## src/rtl/seg_scan_if.sv

```systemverilog
// Display back-end bus: segment/mode/alarm inputs from the watch top and the
// multiplexed display, LED and buzzer drives going out to the board.
interface seg_scan_if;
  logic [47:0] seg_i;
  logic [7:0]  mode_i;
  logic        alarm_i;
  logic [5:0]  blink_mask_i;
  logic [7:0]  seg_o;
  logic [5:0]  an_o;
  logic [7:0]  led_o;
  logic        buzz_o;

  modport master (
    output seg_i, mode_i, alarm_i, blink_mask_i,
    input  seg_o, an_o, led_o, buzz_o
  );

  modport slave (
    input  seg_i, mode_i, alarm_i, blink_mask_i,
    output seg_o, an_o, led_o, buzz_o
  );
endinterface

```

## src/rtl/seg_scan.sv

```systemverilog
// Six-digit common-anode 7-segment scanner with guard time, per-digit blink,
// frame-synchronous snapshot, registered mode LEDs and a cadenced buzzer.
module seg_scan #(
  parameter int SCAN_DIV     = 50000,
  parameter int GUARD        = 500,
  parameter int BLINK_FRAMES = 50,
  parameter int BUZZ_DIV     = 12500
) (
  input  logic      clk,
  input  logic      rst,
  seg_scan_if.slave bus
);
  localparam int CW = (SCAN_DIV > 1) ? $clog2(SCAN_DIV) : 1;
  localparam int FW = (BLINK_FRAMES > 1) ? $clog2(BLINK_FRAMES) : 1;
  localparam int TW = (BUZZ_DIV > 1) ? $clog2(BUZZ_DIV) : 1;

  localparam logic [CW-1:0] CNT_LAST   = CW'(SCAN_DIV - 1);
  localparam logic [CW-1:0] GUARD_C    = CW'(GUARD);
  localparam logic [FW-1:0] FRAME_LAST = FW'(BLINK_FRAMES - 1);
  localparam logic [TW-1:0] TONE_LAST  = TW'(BUZZ_DIV - 1);

  logic [CW-1:0]   cnt;
  logic [2:0]      digit;
  logic [FW-1:0]   frame_cnt;
  logic            phase;
  logic [5:0][7:0] snap;
  logic [5:0]      mask;
  logic [TW-1:0]   tone_cnt;
  logic            tone;

  logic       slot_end, frame_end, blank;
  logic [5:0] an_nxt;
  logic [7:0] seg_nxt;

  assign slot_end  = (cnt == CNT_LAST);
  assign frame_end = slot_end && (digit == 3'd5);

  // Guard window and blanked digits both turn every anode off, so at most
  // one anode is ever driven low.
  always_comb begin
    blank   = (cnt < GUARD_C) || (mask[digit] && phase);
    an_nxt  = 6'h3F;
    seg_nxt = 8'hFF;
    if (!blank) begin
      an_nxt  = ~(6'b1 << digit);
      seg_nxt = ~snap[digit];
    end
  end

  // Scan position, blink phase and the tear-free snapshot.
  always_ff @(posedge clk or posedge rst) begin
    if (rst) begin
      cnt       <= '0;
      digit     <= '0;
      frame_cnt <= '0;
      phase     <= 1'b0;
      snap      <= '0;
      mask      <= '0;
    end else begin
      cnt <= slot_end ? '0 : cnt + CW'(1);
      if (slot_end)
        digit <= (digit == 3'd5) ? 3'd0 : digit + 3'd1;
      if (frame_end) begin
        snap <= bus.seg_i;
        mask <= bus.blink_mask_i;
        if (frame_cnt == FRAME_LAST) begin
          frame_cnt <= '0;
          phase     <= ~phase;
        end else begin
          frame_cnt <= frame_cnt + FW'(1);
        end
      end
    end
  end

  // Tone generator restarts from a known low level on every alarm rise.
  always_ff @(posedge clk or posedge rst) begin
    if (rst) begin
      tone_cnt <= '0;
      tone     <= 1'b0;
    end else if (!bus.alarm_i) begin
      tone_cnt <= '0;
      tone     <= 1'b0;
    end else if (tone_cnt == TONE_LAST) begin
      tone_cnt <= '0;
      tone     <= ~tone;
    end else begin
      tone_cnt <= tone_cnt + TW'(1);
    end
  end

  always_ff @(posedge clk or posedge rst) begin
    if (rst) begin
      bus.an_o   <= 6'h3F;
      bus.seg_o  <= 8'hFF;
      bus.led_o  <= 8'h00;
      bus.buzz_o <= 1'b0;
    end else begin
      bus.an_o   <= an_nxt;
      bus.seg_o  <= seg_nxt;
      bus.led_o  <= bus.mode_i;
      bus.buzz_o <= bus.alarm_i & tone & ~phase;
    end
  end
endmodule

```

## src/flat_wrapper.sv

```systemverilog
// flat-port wrapper written by rule: the top's interface ports become plain ports
module seg_scan_flat 
#(
  parameter int SCAN_DIV     = 50000,
  parameter int GUARD        = 500,
  parameter int BLINK_FRAMES = 50,
  parameter int BUZZ_DIV     = 12500
)
  (clk, rst, bus_seg_i, bus_mode_i, bus_alarm_i, bus_blink_mask_i, bus_seg_o, bus_an_o, bus_led_o, bus_buzz_o);
  seg_scan_if bus_i ();
  input  logic clk;
  input  logic rst;
  input wire logic [$bits(bus_i.seg_i)-1:0] bus_seg_i;
  input wire logic [$bits(bus_i.mode_i)-1:0] bus_mode_i;
  input wire logic [$bits(bus_i.alarm_i)-1:0] bus_alarm_i;
  input wire logic [$bits(bus_i.blink_mask_i)-1:0] bus_blink_mask_i;
  output wire logic [$bits(bus_i.seg_o)-1:0] bus_seg_o;
  output wire logic [$bits(bus_i.an_o)-1:0] bus_an_o;
  output wire logic [$bits(bus_i.led_o)-1:0] bus_led_o;
  output wire logic [$bits(bus_i.buzz_o)-1:0] bus_buzz_o;
  assign bus_i.seg_i = bus_seg_i;
  assign bus_i.mode_i = bus_mode_i;
  assign bus_i.alarm_i = bus_alarm_i;
  assign bus_i.blink_mask_i = bus_blink_mask_i;
  assign bus_seg_o = bus_i.seg_o;
  assign bus_an_o = bus_i.an_o;
  assign bus_led_o = bus_i.led_o;
  assign bus_buzz_o = bus_i.buzz_o;
  seg_scan #(.SCAN_DIV(SCAN_DIV), .GUARD(GUARD), .BLINK_FRAMES(BLINK_FRAMES), .BUZZ_DIV(BUZZ_DIV)) u_core (.clk(clk), .rst(rst), .bus(bus_i));
endmodule
```

## config.mk

```make
export PLATFORM = sky130hd
export DESIGN_NAME = seg_scan_flat
export DESIGN_NICKNAME = d
export VERILOG_FILES = /design/src/rtl/seg_scan_if.sv /design/src/rtl/seg_scan.sv /design/src/flat_wrapper.sv
export SDC_FILE = /design/constraint.sdc
export NUM_CORES = 1
export LEC_CHECK = 0
export CORE_ASPECT_RATIO = 0.7
export CORE_MARGIN = 2
export CORE_UTILIZATION = 40
export DETAILED_ROUTE_END_ITERATION = 8
export PLACE_DENSITY = 0.73
export SLEW_MARGIN = 20
export SYNTH_ARGS = -nofsm -noshare
export SYNTH_HDL_FRONTEND = slang
export SYNTH_SLANG_ARGS = --single-unit
```

## constraint.sdc

```tcl
create_clock -name clk -period 5.1 [get_ports clk]
set_clock_uncertainty 0.2 [all_clocks]
set_input_delay 1.02 -clock clk [delete_from_list [all_inputs] [get_ports clk]]
set_output_delay 1.02 -clock clk [all_outputs]
set_load 0.01 [all_outputs]
```

# Word-level counts from Yosys, hierarchy flattened
# Cells that the tools add are included.
word_totals:
  register_bits: 118
  inputBits: 65
  out_inout_bits: 23
  word_cells: 52
op_classes:
  n_addsub: 4
  n_lt_le_gt_ge: 2
  n_eq_ne: 5
  shifts: 1
  n_mux: 13
  n_bitwise: 6
  n_reduce_logical: 4
op_table:
  columns: ["operator", "count"]
  rows:
  - ["$mux W14", 2]
  - ["$bmux W8 S3", 1]
  - ["$add A16 B1 Y16 const B", 1]
  - ["$eq A16 B16 Y1 const B", 1]
  - ["$lt A16 B9 Y1 const B", 1]
  - ["$mux W16", 1]
  - ["$mux W8", 2]
  - ["$add A14 B1 Y14 const B", 1]
  - ["$eq A14 B14 Y1 const B", 1]
  - ["$mux W6", 2]
  - ["$not A8 Y8", 1]
  - ["$add A6 B1 Y6 const B", 1]
  - ["$eq A6 B6 Y1 const B", 1]
  - ["$not A6 Y6", 1]
  - ["$shl A1 B3 Y6 const A", 1]
  - ["$lt A3 B4 Y1 const B", 1]
  - ["$add A3 B1 Y3 const B", 1]
  - ["$bmux W1 S3", 1]
  - ["$eq A3 B3 Y1 const B", 1]
  - ["$mux W1", 3]
  - ["$mux W3", 1]
  - ["$and A1 B1 Y1", 2]
  - ["$logic_and A1 B1 Y1", 2]
  - ["$ne A2 B1 Y1 const B", 1]
  - ["3 further kinds", 4]

# Longest topological paths before layout
# Gate-level depths: netlist of the first run.
depth:
  depth_word: 5
  mapped_depth: 8
  mapped_depth_nobuf: 5

# Worst setup path after synthesis of the first run
# Ideal clock, no wire load.
synth_timing:
  path_type: "reg2reg"
  startpoint: "register u_core.cnt[0]"
  endpoint: "register u_core.snap[34] (netlist bit)"
  setup_time_ns: 0.125
  arrival_ns: 1.805
  t_required_ns: 4.775
  slack_ns: 2.971
  path_stages_with_launch: 8
  n_path_buf: 2
  synth_period_minus_slack_ns: 2.129
  path_cell_list: "dfrtp_1 ha_1 nand3_1 and4b_1 and2_1 buf_4 buf_6 mux2_2"
synth_between:
  elab_chain_len: 2
synth_rtl:
  columns: ["item", "line", "text"]
  rows:
  - ["from (decl)", "seg_scan.sv:22", "logic [CW-1:0] cnt;"]
  - ["from (signal assigned)", "seg_scan.sv:60", "cnt <= slot_end ? '0 : cnt + CW'(1);"]
  - ["$eq A16 B16 Y1", "seg_scan.sv:35", "assign slot_end = (cnt == CNT_LAST);"]
  - ["$logic_and A1 B1 Y1", "seg_scan.sv:36", "assign frame_end = slot_end && (digit == 3'd5);"]
  - ["to (signal assigned)", "seg_scan.sv:64", "snap <= bus.seg_i;"]
  - ["to (decl)", "seg_scan.sv:26", "logic [5:0][7:0] snap;"]
# Every way passes these cells.
# A chain may end at the register's enable or synchronous reset.

# Worst setup path in the final report of the first run
layout_timing:
  startpoint: "register u_core.cnt[0]"
  endpoint: "register u_core.snap[10] (netlist bit)"
# Same word-level chain as after synthesis.

==> results of run 1 <==
==> per-stage QoR <==
stage / cell area, sq um / setup slack [ns] / utilization, % / hold slack, ns
2_1_floorplan: 5130 / 0.774 / - / 0.255
3_3_place_gp: 6120 / 1.59 / 49.1 / 0.272
3_5_place_dp: 6120 / 1.48 / 49.1 / 0.291
4_1_cts: 6770 / 1.46 / 54.3 / 0.298
5_1_grt: 6770 / 1.18 / 54.3 / 0.314
6_report: 6770 / 1.49 / 54.3 / 0.295
==> synth_stat cells (all sizes together) <==
| master | n | share of area (%) |
|---|---|---|
| clkbuf | 4 | 0.29 |
| nor2b | 4 | 0.49 |
| o311ai | 1 | 0.17 |
| nand2b | 1 | 0.12 |
| and4 | 2 | 0.34 |
| inv | 7 | 0.51 |
| and2 | 3 | 0.37 |
| mux2i | 8 | 1.6 |
| xnor2 | 20 | 3.4 |
| ha | 5 | 1.2 |
| nand3 | 17 | 1.7 |
| buf | 14 | 2.0 |
| nand4b | 1 | 0.17 |
| a21oi | 1 | 0.097 |
| nand4 | 9 | 1.1 |
| and3 | 7 | 0.90 |
| xor2 | 9 | 1.5 |
| nor4bb | 1 | 0.20 |
| nor2 | 33 | 2.6 |
| o21ai | 9 | 0.88 |
| nand2 | 27 | 2.1 |
| or4b | 1 | 0.20 |
| nor4 | 4 | 0.49 |
| dfrtp | 104 | 51 |
| or3 | 1 | 0.12 |
| nor3 | 10 | 0.98 |
| mux4 | 9 | 4.0 |
| a31oi | 2 | 0.24 |
| and4b | 2 | 0.39 |
| nor3b | 1 | 0.15 |
| or4 | 2 | 0.37 |
| dfstp | 14 | 7.2 |
| mux2 | 60 | 13 |
| o2111ai | 2 | 0.34 |
==> critical path: stages (launching register included) <==
cell and delay, ns:
dfrtp_1 0.38, ha_1 0.19, nand3_1 0.25, and4b_1 0.79, and2_2 0.91, buf_4 0.39, mux2_2 0.37
==> state kept, by name, indices dropped and copies added (netlist names), 6 cells and up <==
register          flops
u_core.bus.an_o       6
u_core.mask           6
u_core.snap          48
u_core.frame_cnt      6
u_core.tone_cnt      14
u_core.cnt           16
u_core.bus.led_o      8
u_core.bus.seg_o      8
==> cells by family (layout without fill, tap and decap cells) <==
family | Yosys count | in the layout | synth area share (%)
DFF | 118 | 118 | 57.9
xor gates and xnor gates | 29 | 29 | 4.95
and+or+nand+nor | 126 | 126 | 12.7
buffers and inverters | 25 | 130 | 2.83
muxes | 77 | 77 | 18.7
AOI/OAI and AO/OA | 15 | 15 | 1.73
adders and majority gates | 5 | 5 | 1.22
==> final timing paths <==
check	slack [ns]	endpoint	startpoint
setup / recovery	1.49	u_core.snap[10]	u_core.cnt[0]
hold / removal	0.29	u_core.cnt[0]	u_core.cnt[0]
setup reg to reg	1.49	u_core.snap[10]	u_core.cnt[0]
hold reg to reg	0.29	u_core.cnt[0]	u_core.cnt[0]
max in group asynchronous	2.88	u_core.bus.an_o[1]	rst
min in group asynchronous	0.91	u_core.bus.led_o[4]	rst
==> cell type report <==
type	instances	area, sq um
Sequential cell	118	2970
Tap cell	162	203
Multi-Input combinational cell	252	2020
Clock inverter	9	173
Fill cell	1043	5690
Clock buffer	23	478
Inverter	7	28.8
Timing Repair Buffer	91	901
==> power groups by stage <==
| stage | Sequential, mW | Clock [mW] | Combinational [mW] |
|---|---|---|---|
| after global routing | 0.947 | 1.37 | 0.0931 |
| after CTS | 0.947 | 1.32 | 0.0874 |
| after detailed placement | 0.962 | 0 | 0.0864 |
| after floorplan | 0.963 | 0 | 0.0189 |
| final | 0.947 | 1.30 | 0.0854 |
| after global placement | 0.962 | 0 | 0.0859 |
==> metal layers <==
metal | GRT usage (%) | part of all wire [%] | vias up
met5 | 0 | 0 | -
met4 | 6.14 | 1.0 | 0
met3 | 4.66 | 5.1 | 7
met2 | 26.0 | 46 | 89
met1 | 23.1 | 48 | 1693
li1 | - | - | 1583
==> out/results.txt, run 1 <==
largest net degree at the start of global routing = 66
f_max = 277 MHz
CTS H-tree lvls = 4
Gate power share = 3.7%
final non-filler cell total = 662
first drt pass iteration count = 4
crit-path max FO = 41
most common cell after layout, fill and taps aside = dfrtp_1
clock share of power = 55.8%
drt drc = 0
Sw Ratio = 18.7%
cts bufs inserted = 17
unrepaired setup endpoints after global routing = no
Max Root-Sink Buffers = 2
IO Pins = 88
core area = 12,500 sq um
vias in the first global route = 3,580
# diodes = 0
Max VDD drop = 231 uV
register area share after synthesis = 57.9%
Area Overhead vs Synth = 31.9%
detailed-route via count = 3,372
# Max-Cap Violations = 0
Design Power = 2.33 mW
WL per Instance = 16.3 microns
Die Area = 13,800 sq um
post-detail-place hpwl = 7280 microns
post-route minimum period = 3.61 ns
Routed WL = 10,800 microns
gr usage total = 16.9%
final hold vios = 0
cell area power density = 345 nW/um^2
chip width = 139 microns
P_leak = 2.97 nW
Worst setup EP type = register
drt via density = 5.09
Final setup viols = 0
Flop pwr share = 40.6%
max-slew violation count = 0
Chip Height = 98.8 microns
CTS sink cnt = 118
TritonCTS clock tree = done
Reg clk slew, reported paths = 0.05 ns
Period Utilization, post-route = 70.9%
FF+latch count, synth = 118
Worst setup SP type = register
most frequent cells in the layout = dfrtp_1, clkdlybuf4s50_1, mux2_2
Cells after Synth = 395
grt total ovfl = 0
Worst Path Arrival = 3.69 ns
syn_area_per_cell = 13.0 sq um
# nets final = 557
Worst-Margin Slew = 0.953 ns
Syn. warnings = 0
I/O Buffers = 87
TNS Setup = 0 ns
status = complete, no violations
post-route ant nets = 0
cts hold-fix bufs = 0
hold path depth = 1
clk root buf = clkbuf_16
post-CTS setup buffer count = 0
Net Switching = 0.436 mW
FP Rows = 34
Worst-Skew Late Latency = 0.40 ns
critical path class = register to register
synthesized area = 5130 sq um
routability cong. = 0.804
synth unique cells = 41
WP data required = 5.18 ns
internal power = 1.90 mW
cts repair resizes = 0
relative slew slack = 36.5%
initial antenna violation count = 0
initial drt markers = 200
Syn Nets = 465
dpl cells = 630
class of the worst hold path = register to register
first-pass GRT wire length = 18,100 microns
Initial Utilization = 41.2%
Reg2Reg Depth = 6
fraction of layout cells with a size suffix above 1 = 24.4%
(Power assumes the default switching activity.)
==> run 2, diff against run 1 <==
--- a/config.mk
+++ b/config.mk
@@ -9,7 +9,7 @@
 export CORE_MARGIN = 2
 export CORE_UTILIZATION = 40
 export DETAILED_ROUTE_END_ITERATION = 8
-export PLACE_DENSITY = 0.73
+export PLACE_DENSITY = 0.76
 export SLEW_MARGIN = 20
 export SYNTH_ARGS = -nofsm -noshare
 export SYNTH_HDL_FRONTEND = slang
==> constraint.sdc (replaced) <==
create_clock -name clk -period 3.2 [get_ports clk]
set_clock_uncertainty 0.2 [all_clocks]
set_input_delay 0.64 -clock clk [delete_from_list [all_inputs] [get_ports clk]]
set_output_delay 0.64 -clock clk [all_outputs]
set_load 0.01 [all_outputs]
==> run 2 against run 1 <==
  * Core utilization up 0.14 points
  * Sequential power increased by 59%
  * Power is 51% higher
  * Die area unchanged
  * Largest power group unchanged
==> out/results.txt, run 2 (synthesis gave the netlist of run 1 again) <==
Max VDD drop = 338 uV (+46%)
crit-path max FO = 36 (-12%)
Max Root-Sink Buffers = 2 (unchanged)
largest net degree at the start of global routing = 42 (-36%)
Design Power = 3.53 mW (+51%)
largest registers = u_core.snap (48), u_core.cnt (16), u_core.tone_cnt (14)
IO Pins = 88 (unchanged)
class of the worst hold path = register to register
Die Area = 13,800 sq um (unchanged)
WP data required = 3.28 ns (-1.90 ns)
RR Endpoint = u_core.snap[18]
Area Overhead vs Synth = 32.3%
I/O Buffers = 87 (unchanged)
hold path endpoint = u_core.cnt[0]
largest reg by FF count = u_core.snap
Final setup viols = 0 (unchanged)
WL per Instance = 16.1 microns (-0.91%)
max-slew violation count = 0 (unchanged)
f_max = 407 MHz (+47%)
clk root buf = clkbuf_16
initial antenna violation count = 0 (unchanged)
Reg clk slew, reported paths = 0.05 ns (about the same)
post-detail-place hpwl = 7460 microns (+2.5%)
Routed WL = 10,800 microns (about the same)
relative slew slack = 64.4% (+28 points)
initial drt markers = 179 (-11%)
cts hold-fix bufs = 0 (unchanged)
Chip Height = 98.8 microns (unchanged)
met2 GRT Util = 25.7% (-0.30 points)
grt total ovfl = 0 (unchanged)
post-CTS setup buffer count = 0 (unchanged)
chip width = 139 microns (unchanged)
first drt pass iteration count = 4 (unchanged)
FF-to-FF Start = u_core.cnt[0]
CTS sink cnt = 118 (unchanged)
critical path class = register to register
Period Utilization, post-route = 76.8% (+6.0 points)
vias in the first global route = 3,604 (+0.67%)
Worst-Skew Late Latency = 0.41 ns (about the same)
cts repair resizes = 0 (unchanged)
status = complete, no violations
first-pass GRT wire length = 18,300 microns (+1.3%)
routability cong. = 0.864 (+7.4%)
final hold vios = 0 (unchanged)
post-route ant nets = 0 (unchanged)
FP Rows = 34 (unchanged)
drt via density = 5.12 (+0.45%)
post-route minimum period = 2.46 ns (-1.16 ns)
core area = 12,500 sq um (unchanged)
TNS Setup = 0 ns (unchanged)
hold path depth = 1 (unchanged)
grt met1 use = 23.7% (+0.59 points)
R2R setup slack = 0.74 ns (-0.74 ns)
met3 Resource Use GR = 5.78% (+1.1 points)
max reg flops = 48 (unchanged)
CTS H-tree lvls = 4 (unchanged)
fraction of layout cells with a size suffix above 1 = 25.5% (+1.1 points)
# Max-Cap Violations = 0 (unchanged)
busiest grt layer = met2
hold_sp = u_core.cnt[0]
# nets final = 563 (+1.1%)
Worst-Margin Slew = 0.534 ns (-0.419 ns)
Worst setup EP type = register
most frequent cells in the layout = dfrtp_1, clkdlybuf4s50_1, mux2_2
P_leak = 2.98 nW (+0.38%)
Initial Utilization = 41.2% (unchanged)
TritonCTS clock tree = done
# diodes = 0 (unchanged)
Reg2Reg Depth = 6 (unchanged)
gr usage total = 17.1% (+0.25 points)
Worst Path Arrival = 2.54 ns (-1.15 ns)
drt drc = 0 (unchanged)
detailed-route via count = 3,418 (+1.4%)
unrepaired setup endpoints after global routing = no
most common cell after layout, fill and taps aside = dfrtp_1
cell area power density = 520 nW/um^2 (+51%)
cts bufs inserted = 17 (unchanged)
Worst setup SP type = register
[run 2: power by group]
| part | total (mW) | internal (mW) | switching, mW |
|---|---|---|---|
| Clock | 1.88 | 1.24 | 0.635 |
| Combinational | 0.141 | 0.0872 | 0.0537 |
| Sequential | 1.51 | 1.50 | 0.00616 |
[run 2: worst max-delay path: stages, from the launching register on]
cell,delay [ns]
dfrtp_1,0.38
ha_1,0.20
nand3_1,0.25
and4b_1,0.35
and2_2,0.15
buf_4,0.40
mux2_2,0.40
[run 2: metal layers]
layer | part of all wire [%] | up-vias
met5 | 0 | -
met4 | 0.49 | 0
met3 | 6.6 | 5
met2 | 46 | 107
met1 | 47 | 1724
li1 | - | 1582
[run 2: layout make-up]
class	count	area, sq um
inverter	7	30.0
tap	162	203
sequential	118	2970
clock buffer	24	502
multi-input combinational	252	2020
clock inverter	8	95.1
fill	1023	5680
timing repair buffer	97	971
[run 2: metrics by stage]
| stage | cells | util [%] | hold WS [ns] | instance area, sq um | worst slack [ns] |
|---|---|---|---|---|---|
| after CTS | 668 | 54.5 | 0.292 | 6790 | 0.738 |
| final | 668 | 54.5 | 0.289 | 6790 | 0.741 |
| after global placement | 636 | 49.7 | 0.267 | 6190 | 0.835 |
| after detailed placement | 636 | 49.7 | 0.286 | 6190 | 0.750 |
| after floorplan | 395 | - | 0.255 | 5130 | 0.930 |
| after global routing | 668 | 54.5 | 0.318 | 6790 | 0.587 |
[run 2: worst max path at each step]
stage / end / from / cells past startpoint
floorplan: u_core.bus.buzz_o / rst / 1
global placement: u_core.snap[34] / u_core.cnt[0] / 6
detailed placement: u_core.snap[18] / u_core.cnt[0] / 6
CTS: u_core.snap[18] / u_core.cnt[0] / 6
global route: u_core.snap[8] / u_core.cnt[0] / 6
finish: u_core.snap[18] / u_core.cnt[0] / 6
